<file path="src/rtl/fir_pkg.sv">
// Shared FIR-path definitions: sample width, sample type and tap count.
// Latency: n/a (package only).
// Backpressure: n/a (package only).
package fir_pkg;

    localparam int SAMPLE_W = 16;
    localparam int NUM_TAPS = 10;

    typedef logic signed [SAMPLE_W-1:0] sample_t;

endpackage

</file>
<file path="src/rtl/sync_fifo.sv">
// Synchronous first-word-fall-through FIFO with occupancy count.
// Latency: a push at edge n is visible on dout from edge n+1 when empty.
// Backpressure: push is accepted when not full, or when full with a same-cycle pop.
//
// Ports: clock/reset (sync, active high); push/din write side; pop read side
// (ignored while empty); dout head entry (0 while empty); full, empty, count.
module sync_fifo
    import fir_pkg::*;
#(
    parameter int WIDTH = SAMPLE_W,
    parameter int DEPTH = 8
) (
    input  logic                     clock,
    input  logic                     reset,
    input  logic                     push,
    input  logic [WIDTH-1:0]         din,
    input  logic                     pop,
    output logic [WIDTH-1:0]         dout,
    output logic                     full,
    output logic                     empty,
    output logic [$clog2(DEPTH):0]   count
);

    localparam int AW = $clog2(DEPTH);
    localparam int CW = AW + 1;

    logic [WIDTH-1:0] mem [DEPTH];
    logic [AW-1:0]    wr_ptr;
    logic [AW-1:0]    rd_ptr;
    logic             do_push;
    logic             do_pop;

    assign empty   = (count == '0);
    assign full    = (count == CW'(DEPTH));
    assign do_pop  = pop && !empty;
    // When full, a same-cycle pop frees the slot the push lands in.
    assign do_push = push && (!full || do_pop);

    assign dout = empty ? '0 : mem[rd_ptr];

    always_ff @(posedge clock) begin
        if (reset) begin
            wr_ptr <= '0;
            rd_ptr <= '0;
            count  <= '0;
        end else begin
            // Power-of-two depth: pointers wrap naturally.
            if (do_push) wr_ptr <= wr_ptr + AW'(1);
            if (do_pop)  rd_ptr <= rd_ptr + AW'(1);
            case ({do_push, do_pop})
                2'b10:   count <= count + CW'(1);
                2'b01:   count <= count - CW'(1);
                default: count <= count;
            endcase
        end
    end

    // Storage needs no reset: entries are only read once written.
    always_ff @(posedge clock) begin
        if (do_push) mem[wr_ptr] <= din;
    end

endmodule

</file>
<file path="src/rtl/fir_decim_buffer.sv">
// Decimates FIR output (keeps every (decim+1)-th valid sample) into a FWFT FIFO.
// Latency: a sample kept at edge n is on dout with dout_valid from edge n+1 when empty.
// Backpressure: valid/ready output; kept samples arriving while full without a pop are dropped and counted.
//
// Ports: clock, reset (sync, active high); y/y_valid sample input; decim = factor-1;
// clr_ovf clears overflow/drop_count; dout/dout_valid/dout_ready output stream;
// count FIFO occupancy; overflow sticky drop flag; drop_count saturating drop total.
module fir_decim_buffer
    import fir_pkg::*;
#(
    parameter int WIDTH   = SAMPLE_W,
    parameter int DEPTH   = 8,
    parameter int DECIM_W = 4
) (
    input  logic                     clock,
    input  logic                     reset,
    input  logic [WIDTH-1:0]         y,
    input  logic                     y_valid,
    input  logic [DECIM_W-1:0]       decim,
    input  logic                     clr_ovf,
    output logic [WIDTH-1:0]         dout,
    output logic                     dout_valid,
    input  logic                     dout_ready,
    output logic [$clog2(DEPTH):0]   count,
    output logic                     overflow,
    output logic [7:0]               drop_count
);

    logic [DECIM_W-1:0] phase;
    logic [DECIM_W-1:0] decim_q;
    logic               keep;
    logic               pop;
    logic               full;
    logic               empty;
    logic               drop;

    assign keep       = y_valid && !reset && (phase == '0);
    assign dout_valid = !empty;
    assign pop        = dout_valid && dout_ready;
    assign drop       = keep && full && !pop;

    // Phase counter; decim_q only reloads at a frame boundary so a mid-frame
    // change of decim never shortens or stretches the frame in progress.
    always_ff @(posedge clock) begin
        if (reset) begin
            phase   <= '0;
            decim_q <= decim;
        end else if (y_valid) begin
            if (phase == decim_q) begin
                phase   <= '0;
                decim_q <= decim;
            end else begin
                phase <= phase + DECIM_W'(1);
            end
        end
    end

    // A drop in the same cycle as clr_ovf wins: it restarts the count at 1.
    always_ff @(posedge clock) begin
        if (reset) begin
            overflow   <= 1'b0;
            drop_count <= 8'd0;
        end else if (drop) begin
            overflow <= 1'b1;
            if (clr_ovf)
                drop_count <= 8'd1;
            else if (drop_count != 8'hFF)
                drop_count <= drop_count + 8'd1;
        end else if (clr_ovf) begin
            overflow   <= 1'b0;
            drop_count <= 8'd0;
        end
    end

    sync_fifo #(
        .WIDTH (WIDTH),
        .DEPTH (DEPTH)
    ) u_fifo (
        .clock (clock),
        .reset (reset),
        .push  (keep),
        .din   (y),
        .pop   (dout_ready),
        .dout  (dout),
        .full  (full),
        .empty (empty),
        .count (count)
    );

endmodule

</file>
<file path="config.mk">
export PLATFORM = sky130hd
export DESIGN_NAME = fir_decim_buffer
export DESIGN_NICKNAME = d
export VERILOG_FILES = /design/src/rtl/fir_pkg.sv /design/src/rtl/sync_fifo.sv /design/src/rtl/fir_decim_buffer.sv
export SDC_FILE = /design/constraint.sdc
export NUM_CORES = 1
export LEC_CHECK = 0
export ABC_AREA = 1
export CORE_MARGIN = 2
export CORE_UTILIZATION = 45
export CTS_CLUSTER_SIZE = 24
export DETAILED_ROUTE_END_ITERATION = 10
export HOLD_SLACK_MARGIN = 0.15
export PLACE_DENSITY_LB_ADDON = 0.15
export SLEW_MARGIN = 25
export SYNTH_ARGS = -nofsm -noshare
export SYNTH_HDL_FRONTEND = slang
export SYNTH_SLANG_ARGS = --single-unit
</file>
<file path="constraint.sdc">
create_clock -name clock -period 2.6 [get_ports clock]
set_clock_uncertainty 0.05 [all_clocks]
set_input_delay 0.26 -clock clock [delete_from_list [all_inputs] [get_ports clock]]
set_output_delay 0.26 -clock clock [all_outputs]
set_load 0.05 [all_outputs]
</file>
==> impl_metrics.py, run 1 <==
metrics = {
    "grt": {
        "grt_pass1_wl_mm": 22.4,
        "grtUsageTotal_pct": 18.3,
        "grt_pass1_vias": 4506,
        "antenna_found_initial": 0,
        "grt_max_degree": 65,
        "grt.overflow.total": 0,
    },
    "floorplanning": {
        "die_area_mm2": 0.0157,
        "start_util_pct": 45.8,
        "die_h_um": 125,
        "core.rowCount": 44,
        "ios": 55,
        "die_w_um": 125,
        "core_area_mm2": 0.0144,
    },
    "placed_design": {
        "port_buffers": 54,
        "place_area_mm2": 0.00766,
        "dpl.hpwl_mm": 8.62,
        "gp_congestion": 0.851,
    },
    "setup_path": {
        "r2r-end": "u_fifo.count[2]",
        "max_stage_delay_ps": 840,
        "regToRegSetupSlack_ps": 420,
        "path_cells": "inv_1, nand3_2, buf_4, clkdlybuf4s50_1",
        "critPathMaxFanout": 17,
        "rr_worst_depth": 13,
        "cp_slowest_cell": "clkdlybuf4s50_1",
        "crit_type": "register to output pin",
        "worstPathRequired_ps": 2290,
        "crit_path_start_kind": "register",
        "r2r-start": "phase[0]",
        "endpoint_kind": "output pin",
        "arrival_ps": 2130,
    },
    "cts": {
        "cts.clk_slew.worst_paths_ps": 60,
        "ctsHoldBuffers": 0,
        "cts_made_buffers": 17,
        "cts_buffer_depth": 2,
        "cts_tree": "built",
        "cts_root_buffer": "clkbuf_16",
        "postCtsSetupBuffers": 0,
        "cts-resized-gates": 0,
        "cts.sinks": 158,
        "worstSkewPairLatency_ps": 420,
        "h-tree-depth": 4,
    },
    "yosys": {
        "synth_edf_count": 132,
        "yosys.area.top_type": "edfxtp_1",
        "avgSynthCellArea_um2": 10.7,
        "syn_inst": 615,
        "syn_nets": 648,
        "seq_area_frac_synth_pct": 67.9,
        "ys_seq_elements": 158,
        "synth_top_area_share_pct": 60.0,
        "syn-cell-area_mm2": 0.00661,
        "async_flop_share_pct": 0,
        "synth_area_leaders": "edfxtp_1 60%, nor2_1 8.6%, o21ai_0 8.6%",
        "ys_warn_count": 0,
        "synth_ff_type": "edfxtp_1",
        "ys_types": 32,
    },
    "cells_and_area": {
        "final_area_mm2": 0.00824,
        "layout-drive-gt1-share_pct": 14.1,
        "nNetsFinal": 721,
        "area_growth_pct": 24.7,
        "layout_common_cells": "142 x nor2_1, 132 x edfxtp_1, 113 x o21ai_0, 53 x nand2_1, 38 x clkdlybuf4s50_1",
        "final_common_cell": "nor2_1",
        "diodes": 0,
    },
    "min_path": {
        "holdPathEnd": "decim_q[1]",
        "min_path_cells": 1,
        "hold_class": "primary input to register",
        "min-delay-start": "decim[1]",
    },
    "sta": {
        "setup_viol": 0,
        "fin_setup_tns_ps": 0,
        "worst_pin_slew_ps": 629,
        "period_minus_slack_ps": 2440,
        "rsz0062_at_grt": "false",
        "holdWs_ps": 349,
        "hold_violations": 0,
        "min_period_over_period_pct": 94.0,
        "slew-limit-headroom_pct": 58.1,
        "drv_slew": 0,
        "max_freq_ghz": 0.409,
    },
    "run_status": {
        "status": "completed",
    },
    "power_and_ir_drop": {
        "leakagePower_nw": 2.99,
        "max-vdd-ir-drop_mv": 0.599,
        "power.density_mw_per_mm2": 1110,
    },
    "routing": {
        "wl_per_cell_um": 15.5,
        "drt_wl_total_mm": 13.8,
        "drc": 0,
        "ant_nets": 0,
        "drt_pass1_iterations": 4,
        "vias": 4595,
        "post_drt_via_cell_ratio": 5.19,
        "drt_iter0_markers": 354,
    },
    "job": {
        "maxCapViolCount": 0,
    },
}
-- logic make-up after synthesis --
logic type	count (synthesis)	share of synthesized area (%)
xor+xnor	4	0.530
compound gates	147	11.3
buf+inv	61	3.96
fa+ha+maj	8	1.51
flops	158	67.9
simple gates	237	14.9
-- cell type report --
class,instances,area [um2]
multi-input cells,396,1900
fillers,1225,6180
inverters,35,131
clock inverters,8,114
clock buffers,24,462
well taps,184,230
flip-flops and latches,158,4490
repair buffers,80,921
-- worst max path at each step --
stage | from | to | slack [ps] | cells past startpoint
after CTS | u_fifo.count[3] | dout_valid | 120 | 4
final | u_fifo.count[3] | dout_valid | 160 | 4
after global placement | dout_ready | u_fifo.count[2] | 280 | 15
after detailed placement | dout_ready | u_fifo.count[2] | 160 | 15
after global routing | u_fifo.count[2] | dout_valid | 40 | 4
after floorplan | u_fifo.count[0] | u_fifo.mem[5][0] | -160 | 6
-- sequential cells by signal (all words and copies together) (netlist names), named ones only --
signal,cells
u_fifo.wr_ptr,3
decim_q,4
u_fifo.rd_ptr,3
u_fifo.count,4
phase,4
drop_count,8
u_fifo.mem,128
overflow,1
-- synthesized netlist by cell type (2+ instances only) --
master	count
buf_2	5
clkbuf_2	3
a21oi_1	19
buf_4	4
nand2_1	53
nor3_1	4
inv_1	30
nand4_1	4
xnor2_1	3
nand3_1	11
dfxtp_1	26
nand2_2	2
o21ai_0	113
ha_1	8
edfxtp_1	132
o21ai_1	12
nor2_2	4
inv_2	5
nor2_1	151
nor3_2	2
clkbuf_1	13
-- critical path: cells and delay by family (launching register included) --
family / cells / cell delay [ps]
buffers and inverters: 3 / 1180
and+or+nand+nor: 1 / 100
DFF: 1 / 430
-- metal layers --
metal	up-vias	GRT usage, %	part of all wire, %
met5	-	0	0
met4	0	8.17	1.5
met3	19	4.07	4.7
met2	94	30.0	49
met1	2213	23.4	44
li1	2269	-	-
-- power by group --
group	switching [mW]	total [mW]	internal [mW]	leakage, nW
registers	0.0874	2.93	2.84	1.40
clock network	0.907	2.43	1.53	0.283
logic	2.32	3.80	1.49	1.30
-- per-stage QoR --
step           power, mW  std cells  worst slack (ps)  util (%)
3_3_place_gp        6.77        853               277      53.1
5_1_grt             9.63        885              42.6      57.1
4_1_cts             9.25        885               123      57.1
3_5_place_dp        6.80        853               157      53.1
6_report            9.16        885               155      57.1
2_1_floorplan       5.24        615              -161         -
Note: power is estimated with default switching activity, not from simulation.
==> run 2: changes to the inputs <==
- CORE_UTILIZATION: 45 -> 52
==> run 2 against run 1 <==
Combinational power hardly changed. Sequential share of layout area hardly changed. Core utilization is 8.8 points higher. Critical path depth is 3 higher. Clock power is 5% higher. Cell count is 1.8% lower. Non-clock buffer count is 3 lower. Total power is 1.6% higher. Global-route usage is 2.8 points higher. Die area is 13% lower. Critical path type unchanged. Largest cell class unchanged.
==> impl_metrics.py, run 2 (synthesized netlist as in run 1, its figures left out) <==
metrics = {
    "cells_and_area": {
        "diodes": 0,
        "stdcell_count": 869,
        "area_growth_pct": 24.8,
        "fillers": 993,
        "top_register": "u_fifo.mem",
        "final_area_mm2": 0.00825,
        "top_regs": "u_fifo.mem: 128 flops, drop_count: 8 flops",
        "layout_common_cells": "142 x nor2_1, 132 x edfxtp_1, 113 x o21ai_0, 53 x nand2_1, 37 x clkdlybuf4s50_1",
        "multiInputGateArea_mm2": 0.00190,
        "largest_reg_flops": 128,
        "layout-drive-gt1-share_pct": 13.5,
        "nNetsFinal": 718,
        "final_common_cell": "nor2_1",
        "post-route-util_pct": 65.9,
        "seqCellArea_mm2": 0.00449,
    },
    "routing": {
        "ant_nets": 0,
        "drc": 0,
        "post_drt_via_cell_ratio": 5.32,
        "wl_met3_um": 653,
        "vias": 4620,
        "drt_iter0_markers": 313,
        "top_layer_used": "met4",
        "drt-met1-wl_mm": 5.65,
        "drt_wl_total_mm": 13.4,
        "route.met2.wl_mm": 6.77,
        "wl_per_cell_um": 15.4,
        "drt_pass1_iterations": 5,
    },
    "floorplanning": {
        "die_w_um": 117,
        "die_h_um": 117,
        "core_area_mm2": 0.0125,
        "die_area_mm2": 0.0136,
        "ios": 55,
        "start_util_pct": 52.8,
        "core.rowCount": 41,
    },
    "sta": {
        "fin_setup_tns_ps": 0,
        "drv_slew": 0,
        "hold_violations": 0,
        "period_minus_slack_ps": 2440,
        "setup_viol": 0,
        "slew-limit-headroom_pct": 58.6,
        "worst_pin_slew_ps": 621,
        "holdWs_ps": 359,
        "min_period_over_period_pct": 93.8,
        "max_freq_ghz": 0.410,
        "rsz0062_at_grt": "false",
    },
    "cts": {
        "worstSkewPairLatency_ps": 410,
        "cts_tree": "built",
        "h-tree-depth": 4,
        "cts.clk_slew.worst_paths_ps": 60,
        "postCtsSetupBuffers": 0,
        "cts_root_buffer": "clkbuf_16",
        "cts-resized-gates": 0,
        "cts_buffer_depth": 2,
        "cts.sinks": 158,
        "cts_made_buffers": 17,
        "ctsHoldBuffers": 0,
    },
    "setup_path": {
        "crit_path_start_kind": "register",
        "crit_type": "register to output pin",
        "path_cells": "inv_2, buf_4, o21ai_0, o21ai_1, o21ai_0, nor2_1, buf_12",
        "worstPathRequired_ps": 2290,
        "critical_path.top_delay_family": "buffers and inverters",
        "critPathMaxFanout": 40,
        "crit_path_frequent_cell": "o21ai_0",
        "crit_buf_inv": 3,
        "endpoint_kind": "output pin",
        "arrival_ps": 2130,
        "max_stage_delay_ps": 420,
        "cp_slowest_cell": "dfxtp_2",
    },
    "placed_design": {
        "port_buffers": 54,
        "dp.cells": 838,
        "gp_congestion": 0.817,
        "place_area_mm2": 0.00763,
        "dpl.hpwl_mm": 8.55,
    },
    "grt": {
        "grt_pass1_vias": 4496,
        "grt_max_degree": 65,
        "antenna_found_initial": 0,
        "grt_pass1_wl_mm": 21.4,
        "grtUsageTotal_pct": 21.1,
        "grt.overflow.total": 0,
    },
    "job": {
        "maxCapViolCount": 0,
    },
    "power_and_ir_drop": {
        "max-vdd-ir-drop_mv": 0.566,
        "leakagePower_nw": 2.99,
        "power.density_mw_per_mm2": 1130,
    },
    "run_status": {
        "status": "completed",
    },
    "min_path": {
        "hold_class": "primary input to register",
    },
}
-- run 2: cell types whose count changed in the layout (fill, tap and decap cells not counted), sizes merged --
cell           before  now
clkdlybuf4s50      38   37
clkinv              5    4
dlymetal6s2s        0    1
bufinv              3    5
buf                42   39
clkbuf             24   22
-- run 2: power by group --
part,switching [mW],leakage [nW],internal (mW)
sequential,0.104,1.40,2.84
combinational,2.32,1.29,1.48
clock,0.877,0.295,1.69
-- run 2: metal layers --
layer	up-vias	track usage (%)
met5	-	0
met3	25	5.66
met1	2193	25.5
li1	2268	-
met2	134	35.1
met4	0	10.6
-- run 2: worst paths after layout --
| kind | startpoint | end | slack, ps | depth (start not counted) |
|---|---|---|---|---|
| setup / recovery | register | dout[4] | 160 | 7 |
| setup reg to reg | u_fifo.count[0] | u_fifo.count[2] | 300 | 13 |
| hold reg to reg | u_fifo.rd_ptr[2] | register | 410 | 2 |
| hold / removal | decim[3] | decim_q[3] | 360 | 1 |
-- run 2: cell type report --
class | instances | area share [%]
sequential | 158 | 54.4
multi-input combinational | 396 | 23.0
timing repair buffer | 77 | 11.0
clock buffer | 22 | 5.39
tap | 172 | 2.61
clock inverter | 9 | 2.02
inverter | 35 | 1.59
-- run 2: through the flow --
step                      total power, mW  worst slack, ps
after floorplan                      5.24             -161
after global placement               6.74              242
after detailed placement             6.80              176
after CTS                            9.38             63.9
after global routing                 9.77             25.0
final                                9.31              162
==> run 3: changes to the inputs <==
- CORE_UTILIZATION: 52 -> 60
- clock period: 2.6 -> 2.85 ns (I/O delays scaled with it)
==> run 3 against run 2 <==
Setup slack worse by 13 ps. Global-route usage up 5.0 points. Cell count down 3.8%. Count of clock-buffer cells in the layout up 6. Highest routed layer is now met5.
==> impl_metrics.py, run 3 (synthesized netlist as in run 1, its figures left out) <==
metrics = {
    "cells_and_area": {
        "diodes": 0,
        "largest_reg_flops": 128,
        "nNetsFinal": 716,
        "final_common_cell": "nor2_1",
        "top_register": "u_fifo.mem",
        "fillers": 685,
        "area_growth_pct": 22.9,
        "top_regs": "u_fifo.mem: 128 flops, drop_count: 8 flops",
        "layout_common_cells": "151 x nor2_1, 132 x edfxtp_1, 113 x o21ai_0, 53 x nand2_1, 38 x clkdlybuf4s50_1",
        "final_area_mm2": 0.00812,
        "layout-drive-gt1-share_pct": 12.5,
    },
    "grt": {
        "antenna_found_initial": 1,
        "grt.overflow.total": 0,
        "grtUsageTotal_pct": 26.1,
        "grt_pass1_wl_mm": 23.1,
        "grt_pass1_vias": 4623,
        "grt_max_degree": 65,
    },
    "cts": {
        "postCtsSetupBuffers": 0,
        "worstSkewPairLatency_ps": 510,
        "cts_buffer_depth": 2,
        "cts.clk_slew.worst_paths_ps": 60,
        "h-tree-depth": 4,
        "cts_made_buffers": 17,
        "cts_tree": "built",
        "cts.sinks": 158,
        "cts_root_buffer": "clkbuf_8",
    },
    "power_and_ir_drop": {
        "combPwrFrac_pct": 41.6,
        "max-vdd-ir-drop_mv": 0.806,
        "p_clk_share_pct": 25.7,
        "leakagePower_nw": 2.96,
        "power.density_mw_per_mm2": 1010,
        "switching_power_mw": 3.02,
        "p_int_mw": 5.22,
        "seqPwrFrac_pct": 32.7,
        "switching_share_pct": 36.7,
    },
    "setup_path": {
        "crit_type": "register to output pin",
        "worstPathRequired_ps": 2520,
        "r2r-start": "u_fifo.count[0]",
        "arrival_ps": 2370,
        "crit_path_frequent_cell": "nor2_1",
        "crit_path_start_kind": "register",
        "path_cells": "inv_2, buf_4, nor2_1, o21ai_0, nor2_1, nor2_1, buf_12",
        "max_stage_delay_ps": 410,
        "critPathMaxFanout": 20,
        "endpoint_kind": "output pin",
        "cp_slowest_cell": "dfxtp_4",
    },
    "placed_design": {
        "place_area_mm2": 0.00755,
        "port_buffers": 54,
        "dpl.hpwl_mm": 8.75,
        "gp_congestion": 0.904,
    },
    "sta": {
        "setup_viol": 0,
        "worst_pin_slew_ps": 581,
        "max_freq_ghz": 0.370,
        "fin_setup_tns_ps": 0,
        "min_period_over_period_pct": 94.8,
        "hold_violations": 0,
        "slew-limit-headroom_pct": 61.2,
        "rsz0062_at_grt": "false",
        "period_minus_slack_ps": 2700,
        "drv_slew": 0,
    },
    "floorplanning": {
        "core_area_mm2": 0.0108,
        "ios": 55,
        "die_h_um": 109,
        "die_w_um": 109,
        "start_util_pct": 61.2,
        "core.rowCount": 38,
        "die_area_mm2": 0.0119,
    },
    "routing": {
        "wl_per_cell_um": 17.0,
        "vias": 4700,
        "drt_wl_total_mm": 14.2,
        "drt_pass1_iterations": 5,
        "drt_iter0_markers": 402,
        "ant_nets": 0,
        "drc": 0,
        "post_drt_via_cell_ratio": 5.62,
    },
    "min_path": {
        "hold_class": "primary input to register",
        "min-delay-start": "decim[3]",
    },
    "run_status": {
        "status": "completed",
    },
    "job": {
        "maxCapViolCount": 0,
    },
}
## run 3: cell types whose count changed in the layout (fill, tap and decap cells not counted), sizes merged
cell           previous run  this run
bufinv                    5         0
buf                      39        37
clkdlybuf4s50            37        38
clkbuf                   22        28
dlymetal6s2s              1         0
## run 3: cell type report
cell class | count | area (um2) | share of cell area (%)
clock inverter | 4 | 20.0 | 0.247
inverter | 35 | 131 | 1.62
sequential | 158 | 4490 | 55.3
tap | 140 | 175 | 2.16
timing repair buffer | 75 | 883 | 10.9
multi-input combinational | 396 | 1870 | 23.1
clock buffer | 28 | 549 | 6.76
## run 3: path summary, 6_finish.rpt
path / end / slack [ps] / cells past startpoint
worst max-delay path: dout[5] / 150 / 7
worst min-delay path: decim_q[3] / 270 / 1
worst max register to register: u_fifo.count[2] / 560 / 13
worst min register to register: u_fifo.rd_ptr[2] / 420 / 2
## run 3: worst max-delay path: cells and delay by family (launching register included)
kind	cells	cell delay (ps)
AND/OR/NAND/NOR	3	400
AO/OA/AOI/OAI	1	220
flip-flops	1	410
buffers and inverters	3	800
## run 3: per-layer routing
layer  track usage, %  vias up  share of wire [%]
li1                 -     2257                  -
met1             33.3     2249                 41
met2             43.3      171                 51
met3             6.34       21                6.8
met4             9.98        2                1.6
met5                0        -               0.13
## run 3: per-stage QoR
| stage | setup WS, ps | std cells | hold WS, ps | util (%) | power, mW |
|---|---|---|---|---|---|
| floorplan | 89.4 | 615 | 334 | - | 4.72 |
| global placement | 466 | 804 | 405 | 69.9 | 6.08 |
| detailed placement | 416 | 804 | 408 | 69.9 | 6.16 |
| CTS | 91.0 | 836 | 253 | 75.2 | 8.28 |
| global route | 20.9 | 836 | 264 | 75.2 | 8.65 |
| finish | 149 | 836 | 272 | 75.2 | 8.24 |
## run 3: power groups by stage
| stage | sequential (mW) | clock [mW] | combinational, mW |
|---|---|---|---|
| 2_1_floorplan | 2.79 | 0 | 1.93 |
| 5_1_grt | 2.71 | 2.25 | 3.69 |
| 4_1_cts | 2.70 | 2.14 | 3.44 |
| 3_5_place_dp | 2.74 | 0 | 3.42 |
| 6_report | 2.70 | 2.11 | 3.43 |
| 3_3_place_gp | 2.73 | 0 | 3.34 |
## run 3: what timing repair did
item	in CTS	in global routing
hold buffers	0	0
gates resized for setup	0	1
setup endpoints to repair	0	7
